File: config.mk
export PLATFORM = sky130hd
export DESIGN_NAME = branch_ctrl
export DESIGN_NICKNAME = d
export VERILOG_FILES = /design/src/rtl/branch_pkg.sv /design/src/rtl/branch_hazard.sv /design/src/rtl/branch_ctrl.sv
export SDC_FILE = /design/constraint.sdc
export NUM_CORES = 1
export LEC_CHECK = 0
export CAP_MARGIN = 20
export CORE_MARGIN = 2
export CORE_UTILIZATION = 50
export CTS_CLUSTER_SIZE = 25
export DETAILED_ROUTE_END_ITERATION = 12
export PLACE_DENSITY = 0.88
export SETUP_SLACK_MARGIN = 0.3
export SLEW_MARGIN = 10
export SYNTH_ARGS = -nofsm -noshare
export SYNTH_HDL_FRONTEND = slang
export SYNTH_SLANG_ARGS = --single-unit
File: constraint.sdc
create_clock -name clk -period 9.1 [get_ports clk]
set_input_delay 2.73 -clock clk [delete_from_list [all_inputs] [get_ports clk]]
set_output_delay 2.73 -clock clk [all_outputs]
set_load 0.05 [all_outputs]
File: src/rtl/branch_pkg.sv
// Shared types and constants for the branch control slice: FSM state
// encoding, conditional-branch funct3 codes and the register dependency test.
package branch_pkg;

    typedef enum logic {
        ST_RUN      = 1'b0,
        ST_REDIRECT = 1'b1
    } state_e;

    localparam logic [2:0] F3_BEQ  = 3'b000;
    localparam logic [2:0] F3_BNE  = 3'b001;
    localparam logic [2:0] F3_BLT  = 3'b100;
    localparam logic [2:0] F3_BGE  = 3'b101;
    localparam logic [2:0] F3_BLTU = 3'b110;
    localparam logic [2:0] F3_BGEU = 3'b111;

    // A producer only matters if it writes a real register; x0 is hard-wired zero.
    function automatic logic dep(input logic [4:0] rs, input logic [4:0] rd, input logic we);
        return we && (rd == rs) && (rs != 5'd0);
    endfunction

endpackage

File: src/rtl/branch_hazard.sv
// Combinational hazard and forwarding detection for the branch compare
// operands read in Decode.
module branch_hazard
    import branch_pkg::*;
(
    input  logic [4:0] rs1_i,
    input  logic [4:0] rs2_i,
    input  logic [4:0] rd_e_i,
    input  logic       reg_write_e_i,
    input  logic       load_e_i,
    input  logic [4:0] rd_m_i,
    input  logic       reg_write_m_i,
    input  logic       load_m_i,
    output logic       hazard_o,
    output logic       fwd_a_o,
    output logic       fwd_b_o
);

    logic we_e;
    logic hz_e;
    logic hz_m;

    // Execute results are never ready for a Decode compare; a load writes its
    // destination, so it counts as a writer even without reg_write_E.
    // Memory results can be forwarded unless the producer is a load.
    always_comb begin
        we_e     = reg_write_e_i | load_e_i;
        hz_e     = dep(rs1_i, rd_e_i, we_e) | dep(rs2_i, rd_e_i, we_e);
        hz_m     = dep(rs1_i, rd_m_i, load_m_i) | dep(rs2_i, rd_m_i, load_m_i);
        hazard_o = hz_e | hz_m;
        fwd_a_o  = dep(rs1_i, rd_m_i, reg_write_m_i) & ~load_m_i;
        fwd_b_o  = dep(rs2_i, rd_m_i, reg_write_m_i) & ~load_m_i;
    end

endmodule

File: src/rtl/branch_ctrl.sv
// Decode-stage branch controller: resolves conditional branches, stalls on
// operand hazards, issues a registered PC redirect and counts branches.
module branch_ctrl
    import branch_pkg::*;
#(
    parameter int PERF_W = 32
) (
    input  logic              clk,
    input  logic              rst,
    input  logic              branchD,
    input  logic              take_branch,
    input  logic [31:0]       target_D,
    input  logic [4:0]        rs1_D,
    input  logic [4:0]        rs2_D,
    input  logic [4:0]        rd_E,
    input  logic              reg_write_E,
    input  logic              load_E,
    input  logic [4:0]        rd_M,
    input  logic              reg_write_M,
    input  logic              load_M,
    output logic              stall_F,
    output logic              stall_D,
    output logic              flush_D,
    output logic              flush_E,
    output logic              redirect,
    output logic [31:0]       redirect_pc,
    output logic              fwd_a_D,
    output logic              fwd_b_D,
    output logic [PERF_W-1:0] perf_branches,
    output logic [PERF_W-1:0] perf_taken
);

    state_e              state_q, state_d;
    logic                redirect_q, redirect_d;
    logic [31:0]         redirect_pc_q, redirect_pc_d;
    logic [PERF_W-1:0]   perf_branches_q, perf_branches_d;
    logic [PERF_W-1:0]   perf_taken_q, perf_taken_d;
    logic                hazard;

    function automatic logic [PERF_W-1:0] sat_inc(input logic [PERF_W-1:0] v);
        return (&v) ? v : v + 1'b1;
    endfunction

    branch_hazard u_hazard (
        .rs1_i         (rs1_D),
        .rs2_i         (rs2_D),
        .rd_e_i        (rd_E),
        .reg_write_e_i (reg_write_E),
        .load_e_i      (load_E),
        .rd_m_i        (rd_M),
        .reg_write_m_i (reg_write_M),
        .load_m_i      (load_M),
        .hazard_o      (hazard),
        .fwd_a_o       (fwd_a_D),
        .fwd_b_o       (fwd_b_D)
    );

    // Next-state, counter updates and pipeline control for the current cycle.
    always_comb begin
        // NOTE: every output of this block gets a default first, so no path leaves one unassigned and no latch is inferred.
        state_d         = state_q;
        redirect_d      = 1'b0;
        redirect_pc_d   = redirect_pc_q;
        perf_branches_d = perf_branches_q;
        perf_taken_d    = perf_taken_q;
        stall_F         = 1'b0;
        stall_D         = 1'b0;
        flush_D         = 1'b0;
        flush_E         = 1'b0;

        unique case (state_q)
            ST_RUN: begin
                if (branchD && rst) begin
                    if (hazard) begin
                        stall_F = 1'b1;
                        stall_D = 1'b1;
                        flush_E = 1'b1;
                    end else begin
                        perf_branches_d = sat_inc(perf_branches_q);
                        if (take_branch) begin
                            flush_D       = 1'b1;
                            redirect_d    = 1'b1;
                            redirect_pc_d = target_D;
                            perf_taken_d  = sat_inc(perf_taken_q);
                            state_d       = ST_REDIRECT;
                        end
                    end
                end
            end
            ST_REDIRECT: begin
                // The wrong-path instruction in Fetch is squashed; Decode is ignored.
                flush_D = 1'b1;
                state_d = ST_RUN;
            end
            default: state_d = ST_RUN;
        endcase
    end

    // State and counter registers; reset clears any pending redirect at once.
    always_ff @(posedge clk or negedge rst) begin
        if (!rst) begin
            state_q         <= ST_RUN;
            redirect_q      <= 1'b0;
            redirect_pc_q   <= 32'd0;
            perf_branches_q <= '0;
            perf_taken_q    <= '0;
        end else begin
            // NOTE: sequential state uses non-blocking assignments so every register samples pre-edge values.
            state_q         <= state_d;
            redirect_q      <= redirect_d;
            redirect_pc_q   <= redirect_pc_d;
            perf_branches_q <= perf_branches_d;
            perf_taken_q    <= perf_taken_d;
        end
    end

    assign redirect      = redirect_q;
    assign redirect_pc   = redirect_pc_q;
    assign perf_branches = perf_branches_q;
    assign perf_taken    = perf_taken_q;

endmodule
==> summary.json, run 1 <==
{
  "dpl.hpwl": {"value": 9.20, "unit": "mm"},
  "cells_after_synth": {"value": 434},
  "drt_pass1_iterations": {"value": 4},
  "die_area": {"value": 0.0106, "unit": "mm²"},
  "ys_ff_latch": {"value": 97},
  "part_of_the_yosys_area_used_for_sequential_elements": {"value": 0.498},
  "initial_utilization": {"value": 0.506},
  "postSynth.topFlopCell": {"value": "dfrtp_1"},
  "clk_pin_slew_worst_paths": {"value": 0.10, "unit": "ns"},
  "worst_clock_skew": {"value": 0.0164, "unit": "ns"},
  "layout.cells.most_common_list": {"value": "160 x clkdlybuf4s50_1, 97 x dfrtp_1, 52 x xor2_1"},
  "design.portCount": {"value": 163},
  "crit_type": {"value": "input pin to output port"},
  "achievable-frequency": {"value": 122, "unit": "MHz"},
  "route.antenna.remaining_nets": {"value": 0},
  "power.leakage": {"value": 2.88, "unit": "nW"},
  "rsz0062_at_grt": {"value": "no"},
  "remaining_drc_errors": {"value": 0},
  "clockRootBuffer": {"value": "clkbuf_8"},
  "insertion_delay": {"value": 0.37, "unit": "ns"},
  "numCtsBuffers": {"value": 9},
  "report.final.slew_viol_count": {"value": 0},
  "antenna_cells_inserted": {"value": 0},
  "timing.final.crit_share": {"value": 0.901},
  "via_count": {"value": 4008},
  "utilization_of_the_core_after_routing": {"value": 0.703},
  "finalSetupViolations": {"value": 0},
  "core-area": {"value": 0.00964, "unit": "mm²"},
  "hold_path.class": {"value": "flip-flop to flip-flop"},
  "worstSetupStartpointType": {"value": "input pin"},
  "gp_routability_congestion": {"value": 0.928},
  "grt_start_max_net_pins": {"value": 52},
  "cpMaxStageDelayCell": {"value": "clkdlybuf4s50_1"},
  "grt-ovfl-total": {"value": 0},
  "drive_above_1_share": {"value": 0.130},
  "grt_usage": {"value": 0.242},
  "detail_route.vias_per_cell": {"value": 5.48},
  "number_of_buffers_inserted_for_hold_repair_after_clock_tree_synthesis": {"value": 0},
  "timing.critical_path.cells": {"value": "clkdlybuf4s50_1 -> or4_1 -> nor2_1 -> nor4_1 -> o21ai_1 -> nor2b_1 -> nor2_1 -> clkdlybuf4s50_1"},
  "fin_area": {"value": 0.00678, "unit": "mm²"},
  "critical_path.endpoint_type": {"value": "output port"},
  "wl_per_cell": {"value": 16.9, "unit": "µm"},
  "status": {"value": "complete, no violations"},
  "final_period_minus_worst_setup_slack": {"value": 8.20, "unit": "ns"},
  "mostFrequentLayoutCell": {"value": "clkdlybuf4s50_1"},
  "clock_tree_from_tritoncts": {"value": "done"},
  "die_h": {"value": 103, "unit": "µm"},
  "power_density": {"value": 194, "unit": "mW/mm²"},
  "drv.max_cap_violation_count": {"value": 0},
  "placement.cell_area": {"value": 0.00658, "unit": "mm²"},
  "worstPathMaxFanout": {"value": 3},
  "drt_wl_total": {"value": 12.4, "unit": "mm"},
  "finalHoldViolations": {"value": 0},
  "cts_setup_buffers": {"value": 0},
  "post_cts_resized": {"value": 0},
  "syn_area_per_cell": {"value": 11.2, "unit": "µm²"},
  "max-vdd-ir-drop": {"value": 0.133, "unit": "mV"},
  "num-nets-final": {"value": 656},
  "grt_pass1_vias": {"value": 4171},
  "core.rowCount": {"value": 36},
  "synthesis.nets": {"value": 496},
  "fillers": {"value": 755},
  "yosys_warnings": {"value": 0},
  "areaGrowthSynthToFinish": {"value": 38.9, "unit": "%"},
  "cp_slowest_stage_delay": {"value": 0.73, "unit": "ns"},
  "async_reset_ff_frac": {"value": 1.00},
  "tightest_slew": {"value": 1.11, "unit": "ns"},
  "initial_antenna_violation_count": {"value": 0},
  "buffer_ports.inserted": {"value": 162},
  "number_of_design_rule_violations_left_by_the_first_detailed_router_iteration": {"value": 171},
  "pre_cts_ws": {"value": 0.893, "unit": "ns"},
  "timing.max_slew.rel_slack": {"value": 0.259},
  "layout_setup_ws": {"value": 0.901, "unit": "ns"},
  "chipWidth": {"value": 103, "unit": "µm"},
  "worst_ep_arrival": {"value": 5.47, "unit": "ns"},
  "grt_pass1_wl": {"value": 19.9, "unit": "mm"},
  "synth_edf_count": {"value": 0},
  "fin_setup_tns": {"value": 0, "unit": "ns"},
  "cp_data_required_time": {"value": 6.37, "unit": "ns"},
  "clock_sink_count": {"value": 97},
  "netlist_area": {"value": 0.00488, "unit": "mm²"},
  "cts.htree.levels": {"value": 3},
  "cts.path.max_buffers": {"value": 2},
  "yosys.cell_types.count": {"value": 41}
}
[cells by family after synthesis]
kind of cell    after synthesis  synth area share
xor+xnor                     80             0.145
compound gates                5           0.00744
fa+ha+maj                     2           0.00513
mux                          36            0.0828
flops                        97             0.498
simple gates                190             0.234
buf+inv                      24            0.0274
[metal layers]
metal	GRT usage	vias up	wire [µm]
li1	-	1842	-
met1	0.296	1980	4900
met2	0.403	157	6280
met3	0.0753	29	948
met4	0.0911	0	268
met5	0	-	0
[layout make-up]
type | instances | area [µm²] | area share
sequential | 97 | 2430 | 0.358
multi-input combinational | 313 | 2320 | 0.342
timing repair buffer | 166 | 1660 | 0.245
tap | 133 | 166 | 0.0246
clock buffer | 11 | 141 | 0.0209
clock inverter | 5 | 37.5 | 0.00554
inverter | 7 | 26.3 | 0.00388
[worst paths after layout]
kind                                   startpoint           endpoint  slack (ns)  cells after the start
worst max-delay path                     rs1_D[1]            stall_D        0.90                      8
worst min-delay path            perf_branches[30]  perf_branches[30]        0.49                      1
worst max register to register   perf_branches[0]  perf_branches[21]        6.20                      8
worst min register to register  perf_branches[30]  perf_branches[30]        0.49                      1
max in group asynchronous                     rst  perf_branches[27]        5.65                      2
min in group asynchronous                     rst      perf_taken[8]        2.36                      1
[registers in the layout, summed over array words and instances (netlist names)]
name / flops
redirect: 1
perf_branches: 32
redirect_pc: 32
perf_taken: 32
[per-stage QoR]
| step | hold slack, ns | instances | power (mW) |
|---|---|---|---|
| CTS | 0.496 | 731 | 1.32 |
| detailed placement | 0.479 | 715 | 1.06 |
| floorplan | 0.789 | 434 | 0.865 |
| global placement | 0.473 | 715 | 1.05 |
| global route | 0.506 | 732 | 1.37 |
| finish | 0.493 | 732 | 1.32 |
[report_power, final]
part           switching [mW]  internal, mW
Sequential             0.0550         0.493
Clock                   0.155         0.109
Combinational           0.320         0.184
[critical path, delay by kind of cell]
kind	cells	cell delay (ns)
buf+inv	2	1.21
compound gates	1	0.26
simple gates	5	1.26
[synth_stat cells (all sizes together) (2+ instances only)]
cell | count | share of area
clkbuf | 6 | 0.0046
nand2 | 31 | 0.024
o21ai | 2 | 0.0020
nor4 | 25 | 0.054
xor2 | 52 | 0.093
mux2 | 35 | 0.081
nand4 | 18 | 0.023
or2 | 5 | 0.0064
and3b | 2 | 0.0036
nor3 | 27 | 0.034
and2 | 2 | 0.0026
inv | 7 | 0.0054
and4 | 4 | 0.0072
ha | 2 | 0.0051
xnor2 | 28 | 0.052
buf | 11 | 0.017
dfrtp | 97 | 0.50
nor3b | 2 | 0.0031
nor2 | 24 | 0.018
nand3 | 33 | 0.034
nand2b | 2 | 0.0026
or4 | 4 | 0.0069
and3 | 6 | 0.0077
No activity file was read; power rests on OpenSTA's default activity.
==> run 2: changes to the inputs <==
Settings changed: GPL_ROUTABILITY_DRIVEN from default to 0.
==> run 2 against run 1 <==
Net effect: first-iteration DRC count decreased by 20%; utilization increased by 0.23 points; count of clock-buffer cells in the layout decreased by 2; power increased by 3.2%; setup slack improved by 0.024 ns; combinational power about the same; sequential share of layout area decreased by 0.12 points; sequential power about the same; non-clock buffer count unchanged; critical endpoint is now flush_E; largest power group unchanged.
==> summary.json, run 2 (same netlist as run 1, synthesis figures left out) <==
{
  "cpMaxStageDelayCell": {"value": "clkdlybuf4s50_1"},
  "tightest_slew": {"value": 1.10, "unit": "ns"},
  "r2r-end": {"value": "perf_branches[21]"},
  "areaGrowthSynthToFinish": {"value": 39.4, "unit": "%"},
  "post_cts_resized": {"value": 0},
  "rsz0062_at_grt": {"value": "no"},
  "worst_ep_arrival": {"value": 5.44, "unit": "ns"},
  "clock_tree_from_tritoncts": {"value": "done"},
  "reg2reg_slack": {"value": 6.25, "unit": "ns"},
  "worstRegToRegCells": {"value": 8},
  "mostFrequentLayoutCell": {"value": "clkdlybuf4s50_1"},
  "antenna_cells_inserted": {"value": 0},
  "grt_start_max_net_pins": {"value": 52},
  "report.final.slew_viol_count": {"value": 0},
  "cts.path.max_buffers": {"value": 2},
  "achievable-frequency": {"value": 122, "unit": "MHz"},
  "finalSetupViolations": {"value": 0},
  "register_area": {"value": 0.00243, "unit": "mm²"},
  "clock_sink_count": {"value": 97},
  "drv.max_cap_violation_count": {"value": 0},
  "area_used_by_multi_input_combinational_logic": {"value": 0.00232, "unit": "mm²"},
  "num-nets-final": {"value": 656},
  "timing.final.crit_share": {"value": 0.898},
  "cp_data_required_time": {"value": 6.37, "unit": "ns"},
  "clk_pin_slew_worst_paths": {"value": 0.10, "unit": "ns"},
  "worstPathMaxFanout": {"value": 3},
  "regToRegStartpoint": {"value": "perf_branches[0]"},
  "via_count": {"value": 3967},
  "grt_pass1_vias": {"value": 3998},
  "power.leakage": {"value": 2.90, "unit": "nW"},
  "detail_route.vias_per_cell": {"value": 5.43},
  "timing.max_slew.rel_slack": {"value": 0.264},
  "buffer_ports.inserted": {"value": 162},
  "die_h": {"value": 103, "unit": "µm"},
  "chipWidth": {"value": 103, "unit": "µm"},
  "clockRootBuffer": {"value": "clkbuf_8"},
  "remaining_drc_errors": {"value": 0},
  "insertion_delay": {"value": 0.36, "unit": "ns"},
  "hold_path.class": {"value": "flip-flop to flip-flop"},
  "layout.cells.most_common_list": {"value": "160 x clkdlybuf4s50_1, 97 x dfrtp_1, 52 x xor2_1"},
  "initial_antenna_violation_count": {"value": 0},
  "crit_path_start": {"value": "rs2_D[1]"},
  "fin_setup_tns": {"value": 0, "unit": "ns"},
  "drt_pass1_iterations": {"value": 4},
  "numCtsBuffers": {"value": 9},
  "worst_clock_skew": {"value": 0.0111, "unit": "ns"},
  "hold_slack": {"value": 0.499, "unit": "ns"},
  "core-area": {"value": 0.00964, "unit": "mm²"},
  "grt_usage": {"value": 0.241},
  "timing.critical_path.cells": {"value": "clkdlybuf4s50_1 -> or4_1 -> nor2_1 -> nor4_1 -> o21ai_1 -> nor2b_1 -> nor2_1 -> clkdlybuf4s50_1"},
  "cts_setup_buffers": {"value": 0},
  "power_density": {"value": 200, "unit": "mW/mm²"},
  "crit_type": {"value": "input pin to output port"},
  "grt-ovfl-total": {"value": 0},
  "route.antenna.remaining_nets": {"value": 0},
  "crit_end": {"value": "flush_E"},
  "drive_above_1_share": {"value": 0.130},
  "number_of_buffers_inserted_for_hold_repair_after_clock_tree_synthesis": {"value": 0},
  "fillers": {"value": 734},
  "die_area": {"value": 0.0106, "unit": "mm²"},
  "worstSetupStartpointType": {"value": "input pin"},
  "final_period_minus_worst_setup_slack": {"value": 8.17, "unit": "ns"},
  "grt_pass1_wl": {"value": 19.8, "unit": "mm"},
  "drt_wl_total": {"value": 12.3, "unit": "mm"},
  "status": {"value": "complete, no violations"},
  "design.portCount": {"value": 163},
  "max-vdd-ir-drop": {"value": 0.117, "unit": "mV"},
  "dpl.hpwl": {"value": 9.01, "unit": "mm"},
  "cts.htree.levels": {"value": 3},
  "critical_path.endpoint_type": {"value": "output port"},
  "initial_utilization": {"value": 0.506},
  "wl_per_cell": {"value": 16.8, "unit": "µm"},
  "core.rowCount": {"value": 36},
  "finalHoldViolations": {"value": 0},
  "cp_slowest_stage_delay": {"value": 0.72, "unit": "ns"},
  "number_of_design_rule_violations_left_by_the_first_detailed_router_iteration": {"value": 137}
}
-- run 2: per-layer routing --
| metal | up-vias | global-route usage | wire length, µm |
|---|---|---|---|
| met4 | 0 | 0.108 | 330 |
| met1 | 1933 | 0.306 | 4970 |
| li1 | 1843 | - | - |
| met2 | 159 | 0.390 | 6110 |
| met3 | 32 | 0.0637 | 885 |
| met5 | - | 0 | 0 |
-- run 2: cell type report --
cell class / instances / share of cell area
repair buffers: 166 / 0.242
clock buffers: 9 / 0.0182
flip-flops and latches: 97 / 0.357
multi-input cells: 313 / 0.341
well taps: 133 / 0.0245
inverters: 7 / 0.00386
clock inverters: 6 / 0.0132
-- run 2: worst max-delay path: cells and delay by family --
kind / cells / cell delay, ns
buffers and inverters: 2 / 1.19
AND/OR/NAND/NOR: 5 / 1.28
AO/OA/AOI/OAI: 1 / 0.24
-- run 2: worst min-delay path by stage --
stage | from | end | slack [ns] | cells past startpoint
global placement | redirect_pc[1] | redirect_pc[1] | 0.47 | 1
CTS | perf_taken[8] | perf_taken[8] | 0.50 | 1
finish | perf_branches[30] | perf_branches[30] | 0.50 | 1
detailed placement | perf_branches[30] | perf_branches[30] | 0.48 | 1
floorplan | perf_taken[15] | perf_taken[15] | 0.79 | 1
global route | perf_branches[7] | perf_branches[7] | 0.51 | 1
-- run 2: power by group --
group,internal (mW),switching (mW)
Combinational,0.183,0.321
Sequential,0.493,0.0538
Clock,0.155,0.152
-- run 2: stage by stage --
step	cell area (µm²)	worst slack, ns	cells	total power [mW]	utilization
floorplan	4880	1.65	434	0.865	-
global placement	6580	1.03	715	1.05	0.683
detailed placement	6580	0.967	715	1.06	0.683
CTS	6790	0.940	730	1.37	0.705
global route	6800	0.776	731	1.42	0.705
finish	6800	0.926	731	1.36	0.705
